==> src/rtl/clk_div_detector.sv <==
// clk_div_detector
//   Monitors a divided clock produced by the ripple divider, measures its
//   period in clk_in cycles, decodes the period back to the divider code k
//   (period = 2^(k+1)) and reports lock once the ratio is stable.
//
// Ports
//   clk_in      in   reference clock, all logic on its rising edge
//   rstn        in   asynchronous active-low reset
//   clk_div_in  in   divided clock under measurement (asynchronous)
//   div_code    out  [DIV_WIDTH-1:0] decoded k of the locked period
//   period      out  [DIV_WIDTH+1:0] candidate period in clk_in cycles
//   locked      out  ratio stable
//   err         out  one-cycle pulse on loss of lock
module clk_div_detector #(
  parameter int DIV_WIDTH  = 2,
  parameter int LOCK_COUNT = 4
) (
  input  logic                 clk_in,
  input  logic                 rstn,
  input  logic                 clk_div_in,
  output logic [DIV_WIDTH-1:0] div_code,
  output logic [DIV_WIDTH+1:0] period,
  output logic                 locked,
  output logic                 err
);

  localparam int CNT_W   = DIV_WIDTH + 2;
  localparam int MATCH_W = $clog2(LOCK_COUNT);
  localparam logic [CNT_W-1:0]   CNT_MAX    = '1;
  localparam logic [MATCH_W-1:0] MATCH_LAST = MATCH_W'(LOCK_COUNT - 1);

  typedef enum logic [1:0] {IDLE, MEASURE, LOCKED} state_t;

  // A period is legal only if it is exactly 2^(k+1) for a supported k;
  // the saturated count is never a power of two, so it is never legal.
  function automatic logic is_legal(input logic [CNT_W-1:0] p);
    logic ok;
    ok = 1'b0;
    for (int k = 0; k < DIV_WIDTH; k++)
      if (p == (CNT_W'(1) << (k + 1))) ok = 1'b1;
    return ok;
  endfunction

  function automatic logic [DIV_WIDTH-1:0] code_of(input logic [CNT_W-1:0] p);
    logic [DIV_WIDTH-1:0] c;
    c = '0;
    for (int k = 0; k < DIV_WIDTH; k++)
      if (p == (CNT_W'(1) << (k + 1))) c = DIV_WIDTH'(k);
    return c;
  endfunction

  logic               s1, s2, prev;
  logic [CNT_W-1:0]   cnt;
  logic [CNT_W-1:0]   cand;
  logic [MATCH_W-1:0] match;
  state_t             state;

  logic               rise;
  logic               p_legal;
  logic [CNT_W-1:0]   cnt_nxt;
  logic [MATCH_W-1:0] match_inc;
  logic               overdue;

  always_comb begin
    rise      = s2 & ~prev;
    p_legal   = is_legal(cnt);
    match_inc = match + 1'b1;
    if (rise)                cnt_nxt = CNT_W'(1);
    else if (cnt == CNT_MAX) cnt_nxt = cnt;
    else                     cnt_nxt = cnt + CNT_W'(1);
    // Overdue is flagged on the edge that would move cnt past the locked
    // period, so err lands together with cnt reaching cand+1.
    overdue   = ~rise && (cnt_nxt == cand + CNT_W'(1));
  end

  assign period = cand;

  always_ff @(posedge clk_in or negedge rstn) begin
    if (!rstn) begin
      s1       <= 1'b0;
      s2       <= 1'b0;
      prev     <= 1'b0;
      cnt      <= '0;
      cand     <= '0;
      match    <= '0;
      state    <= IDLE;
      div_code <= '0;
      locked   <= 1'b0;
      err      <= 1'b0;
    end else begin
      // synchronizer -> edge history -> period counter
      s1   <= clk_div_in;
      s2   <= s1;
      prev <= s2;
      cnt  <= cnt_nxt;
      err  <= 1'b0;
      case (state)
        IDLE: begin
          // first edge only starts the measurement window
          if (rise) begin
            state <= MEASURE;
            match <= '0;
          end
        end
        MEASURE: begin
          if (rise) begin
            if (p_legal && (cnt == cand)) begin
              match <= match_inc;
              if (match_inc == MATCH_LAST) begin
                state  <= LOCKED;
                locked <= 1'b1;
              end
            end else begin
              cand  <= p_legal ? cnt : '0;
              match <= '0;
              if (p_legal) div_code <= code_of(cnt);
            end
          end else if (cnt == CNT_MAX) begin
            state <= IDLE;
            match <= '0;
          end
        end
        LOCKED: begin
          if (rise) begin
            if (cnt != cand) begin
              err    <= 1'b1;
              locked <= 1'b0;
              state  <= MEASURE;
              cand   <= p_legal ? cnt : '0;
              match  <= '0;
              if (p_legal) div_code <= code_of(cnt);
            end
          end else if (overdue) begin
            err    <= 1'b1;
            locked <= 1'b0;
            state  <= MEASURE;
            match  <= '0;
          end
        end
        default: begin
          state  <= IDLE;
          locked <= 1'b0;
        end
      endcase
    end
  end

endmodule

==> config.mk <==
export PLATFORM = sky130hd
export DESIGN_NAME = clk_div_detector
export DESIGN_NICKNAME = d
export VERILOG_FILES = /design/src/rtl/clk_div_detector.sv
export SDC_FILE = /design/constraint.sdc
export NUM_CORES = 1
export LEC_CHECK = 0
export CELL_PAD_IN_SITES_DETAIL_PLACEMENT = 1
export CELL_PAD_IN_SITES_GLOBAL_PLACEMENT = 2
export CORE_MARGIN = 2
export CORE_UTILIZATION = 41
export CTS_BUF_LIST = sky130_fd_sc_hd__clkbuf_4
export DETAILED_ROUTE_END_ITERATION = 7
export PLACE_DENSITY = 0.9
export SYNTH_ARGS = -nofsm -noshare
export SYNTH_HDL_FRONTEND = slang
export SYNTH_SLANG_ARGS = --single-unit
==> constraint.sdc <==
create_clock -name clk_in -period 6.1 [get_ports clk_in]
set_clock_uncertainty 0.1 [all_clocks]
set_input_delay 1.83 -clock clk_in [delete_from_list [all_inputs] [get_ports clk_in]]
set_output_delay 1.83 -clock clk_in [all_outputs]
set_load 0.02 [all_outputs]
After elaboration in Yosys (flattened, before gate mapping)
Index checks and enable logic that the tools add are counted.
{ "classes": {"add_sub_neg": 3, "multipliers": 0, "n_div": 0, "magnitude_cmp": 0, "n_eq_ne": 21, "n_shift": 0, "mux": 44, "bitwise_logic": 4, "n_reduce_logical": 9} }
{ "op_table": {"columns": ["cell", "n"], "rows": [
  ["$mux W2", 19],
  ["$mux W4", 7],
  ["$ne A3 B3 Y1 const B", 5],
  ["$ne A2 B2 Y1 const B", 7],
  ["$mux W1", 13],
  ["$pmux W2 S3", 2],
  ["$reduce_and A6 Y1", 2],
  ["$reduce_and A5 Y1", 2],
  ["$add A4 B1 Y4 const B", 2],
  ["$eq A4 B4 Y1", 2],
  ["$pmux W4 S2", 1],
  ["$eq A2 B2 Y1 const B", 2],
  ["$eq A4 B2 Y1 const B", 1],
  ["$eq A4 B3 Y1 const B", 1],
  ["$eq A4 B4 Y1 const B", 1],
  ["$ne A4 B4 Y1", 1],
  ["$pmux W2 S2", 1],
  ["$not A1 Y1", 3],
  ["$pmux W1 S3", 1],
  ["$reduce_bool A3 Y1", 1],
  ["$add A2 B1 Y2 const B", 1],
  ["$eq A2 B1 Y1 const B", 1],
  ["$logic_and A1 B1 Y1", 2],
  ["$logic_not A2 Y1", 1],
  ["other kinds (2)", 2]
]} }
{ "word_totals": {"register_bits": 19, "latchBits": 0, "ram_bits": 0, "rom_bits": 0, "input_bits": 3, "output_inout_bits": 8, "n_memories": 0} }

Longest topological paths before layout
{ "depth": {"depth_word": 8, "ltp_mapped": 9, "depth_no_buf": 9} }

Least setup slack after synthesis
Ideal clock, no wire load.
{ "synth_timing": {"path_kind": "reg-to-reg", "startpoint": "register cnt[0]", "endpoint": "register match[0]", "arrival_time_ps": 2410, "required_ps": 5872, "setup_slack_ps": 3462, "path_stages_with_launch": 9, "path_cell_list": "dfrtp_1 > ha_1 > nand3_4 > xnor2_2 > a2111oi_2 > nor4_1 > o311a_4 > nor3_4 > mux2_1"} }
{ "synth_via": {"elab_chain_len": 7} }
{ "synth_rtl": {"columns": ["element", "line_no", "rtl"], "rows": [
  ["from (decl)", "53", "logic [CNT_W-1:0] cnt;"],
  ["from (signal assigned)", "95", "cnt <= cnt_nxt;"],
  ["$add A4 B1 Y4, or another cell as far along", "70", "else cnt_nxt = cnt + CNT_W'(1);"],
  ["$mux W4 / $mux W1 (equally long branches)", "69, 40", null],
  ["$mux W4 / $mux W1 (equally long branches)", "68, 40", null],
  ["$eq A4 B4 Y1 / $logic_and A1 B1 Y1 (equally long branches)", "73, 107", null],
  ["$logic_and A1 B1 Y1 / $mux W2 (equally long branches)", "73, 107", null],
  ["$ne A3 B3 Y1 (no line) / $mux W2 (equally long branches)", null, null],
  ["$reduce_and A5 Y1 (no line) / $pmux W2 S3 (equally long branches)", null, null],
  ["to (signal assigned)", "108", "match <= match_inc;"],
  ["to (decl)", "55", "logic [MATCH_W-1:0] match;"]
]} }
Parallel ways exist; a longest one is shown, timed or not.
A chain may end at the register's enable or synchronous reset.

Final worst setup path
{ "layout_timing": {"startpoint": "register cand[0] (netlist: period[0])", "endpoint": "output period[0]"} }
{ "layout_lines": {"columns": ["element", "line_no", "rtl"], "rows": [
  ["from (decl)", "54", "logic [CNT_W-1:0] cand;"],
  ["from (signal assigned)", "114", "cand <= p_legal ? cnt : '0;"],
  ["from (signal assigned)", "129", "cand <= p_legal ? cnt : '0;"],
  ["to (decl)", "22", "output logic [DIV_WIDTH+1:0] period,"]
]} }
No word-level cell between the ends.

==> reports/results.ini <==
[run_status]
outcome = complete, no violations

[route]
first_iter_violations = 13
drc = 0
first_pass_iters = 4
finalWirelength_um = 2350
via_per_inst = 5.45
vias = 839
ant_nets = 0
wl_per_cell_um = 15.2

[sta]
maxSlewHeadroom_pct = 43.6
maxSlewViolCount = 0
final_hold_viol_count = 0
tightestPinTransition_ps = 843
fin_setup_tns_ps = 0
setup_violations = 0
fmax_mhz = 295
min_period_ps = 3390
final.period_utilization_pct = 55.5
rsz0062_at_grt = false

[setup_path]
cp_top_family = buffers and inverters
path_buf_inv = 1
path_cells = clkdlybuf4s50_1
slowest_stage = clkdlybuf4s50_1
cpPeakStageDelay_ps = 660
criticalPathCategory = flip-flop to primary output
startpoint_type = flip-flop
end_kind = primary output
required_ps = 4170
crit_arrival_ps = 1460
worst-path-max-fanout = 8

[global_route]
grt_use_total_pct = 16.3
grt_pass1_wl_um = 4080
antenna_found_initial = 0
grt_max_degree = 19
grt_overflow = 0
first_global_vias = 928

[clock_network]
cts_resized = 0
cts_htree_levels = 1
path_clk_slew_ps = 110
ctsLongestPathBuffers = 2
cts.sinks = 18
cts_root_buf = clkbuf_4
cts_tree = yes
clk_latency_ps = 290
numCtsBuffers = 3
hold_buffers = 0
postCtsSetupBuffers = 0

[die]
initial_core_util_pct = 42.5
core_mm2 = 0.00273
fp.dieH_um = 57.2
rows = 19
die_area_mm2 = 0.00327
ios = 11
die_w_um = 57.2

[layout]
nNetsFinal = 136
mostFrequentLayoutCells = 18 x dfrtp_1, 12 x nand2_1, 9 x ha_1, 9 x clkdlybuf4s50_1, 7 x xor2_1
multiInputGateArea_um2 = 649
regArea_um2 = 450
fill_cells = 325
diodes = 0
drive_above_1_share_pct = 9.76
design_area_mm2 = 0.00128
layout_commonest_cell = dfrtp_1
area_growth_pct = 10.3

[min_path]
hp-class = flip-flop to flip-flop

[placed_design]
dpl.hpwl_um = 1860
numPortBuffers = 9
gp_congestion = 0.802
post_dp_cell_area_mm2 = 0.00125

[logic_synthesis]
syn_area_mm2 = 0.00116
yosysWarnings = 0
syn-num-nets = 127
synth.area.top_cells = dfrtp_1 39%, ha_1 9.7%, xor2_1 5.3%
synth_seq_area_share_pct = 38.8
yosys.area.top_type = dfrtp_1
synth_top_area_share_pct = 38.8
yosysUniqueCellTypes = 39
avgSynthCellArea_um2 = 10.1
synth_cells = 115
ys_ff_latch = 18

[power]
p_leak_uw = 0.000568
power.density_mw_per_mm2 = 383
ir_drop_mv = 0.271

[run]
max-cap-violations = 0

==> cells in the mapped netlist <==
master	count
dfrtp_1	18
buf_6	1
xnor2_2	1
ha_1	9
or3_1	2
nand3_1	6
mux2_1	2
a2111oi_2	1
mux2i_1	2
conb_1	1
nand2_1	12
and2_1	3
or2_2	1
o32a_1	1
nor2b_1	1
a211oi_2	1
o211ai_2	1
buf_4	2
buf_2	1
nor2_1	4
nand3b_1	2
nor3_4	1
nor3_1	1
inv_1	6
a21boi_0	1
o311a_4	1
o21bai_1	1
o31ai_1	1
a21oi_1	1
nand2b_1	3
clkbuf_1	1
inv_2	1
o21ai_0	6
nand3_4	1
xnor2_1	3
o21ai_1	1
o21a_1	2
xor2_1	7
nor4_1	5
==> report_power, final <==
part | total (µW) | internal [µW] | switching, µW | leakage, µW
registers | 196 | 146 | 50.5 | 0.000230
logic | 232 | 99.5 | 133 | 0.000323
clock network | 62.4 | 23.8 | 38.6 | 0.0000154
total | 491 | 269 | 222 | 0.000568
==> layer usage <==
layer / vias to the layer above / GRT usage (%) / wire (µm)
met5: - / 0 / 0
met4: 0 / 4.98 / 13
met3: 2 / 2.04 / 42
met1: 420 / 18.3 / 1030
met2: 6 / 31.5 / 1260
li1: 411 / - / -
==> state kept, by name, indices dropped and copies added (netlist names) <==
register,cells
locked,1
state,2
period,4
prev,1
s2,1
match,2
s1,1
err,1
cnt,4
div_code,1
==> cells by family after synthesis <==
group	Yosys count	synth area share (%)
xor gates and xnor gates	11	8.94
and+or+nand+nor	42	20.5
other	1	0.323
DFF	18	38.8
muxes	4	3.66
AOI/OAI and AO/OA	18	12.8
adders and majority gates	9	9.70
buffers and inverters	12	5.28
==> area by class of cell <==
class,instances,share of cell area (%)
clock inverter,1,0.293
tap,31,3.03
timing repair buffer,9,7.03
inverter,7,2.05
multi-input combinational,85,50.7
sequential,18,35.2
clock buffer,3,1.76
==> stage by stage <==
step | instances | hold slack, ps | total power, µW | utilization, % | worst slack [ps]
finish | 154 | 260 | 491 | 46.9 | 2710
global route | 154 | 287 | 533 | 46.9 | 2650
CTS | 154 | 262 | 499 | 46.9 | 2700
detailed placement | 150 | 236 | 432 | 45.9 | 3030
global placement | 150 | 235 | 424 | 45.9 | 3060
floorplan | 115 | 231 | 370 | - | 3460
==> worst paths after layout <==
| path | slack (ps) | cells after the start | from | endpoint |
|---|---|---|---|---|
| max | 2710 | 1 | period[0] | period[0] |
| min | 260 | 0 | s1 | s2 |
| max reg2reg | 3250 | 8 | cnt[0] | match[0] |
| min reg2reg | 260 | 0 | s1 | s2 |
| max in group asynchronous | 3470 | 1 | rstn | match[1] |
| min in group asynchronous | 1910 | 1 | rstn | period[0] |
Power figures use the tool's default switching activity.
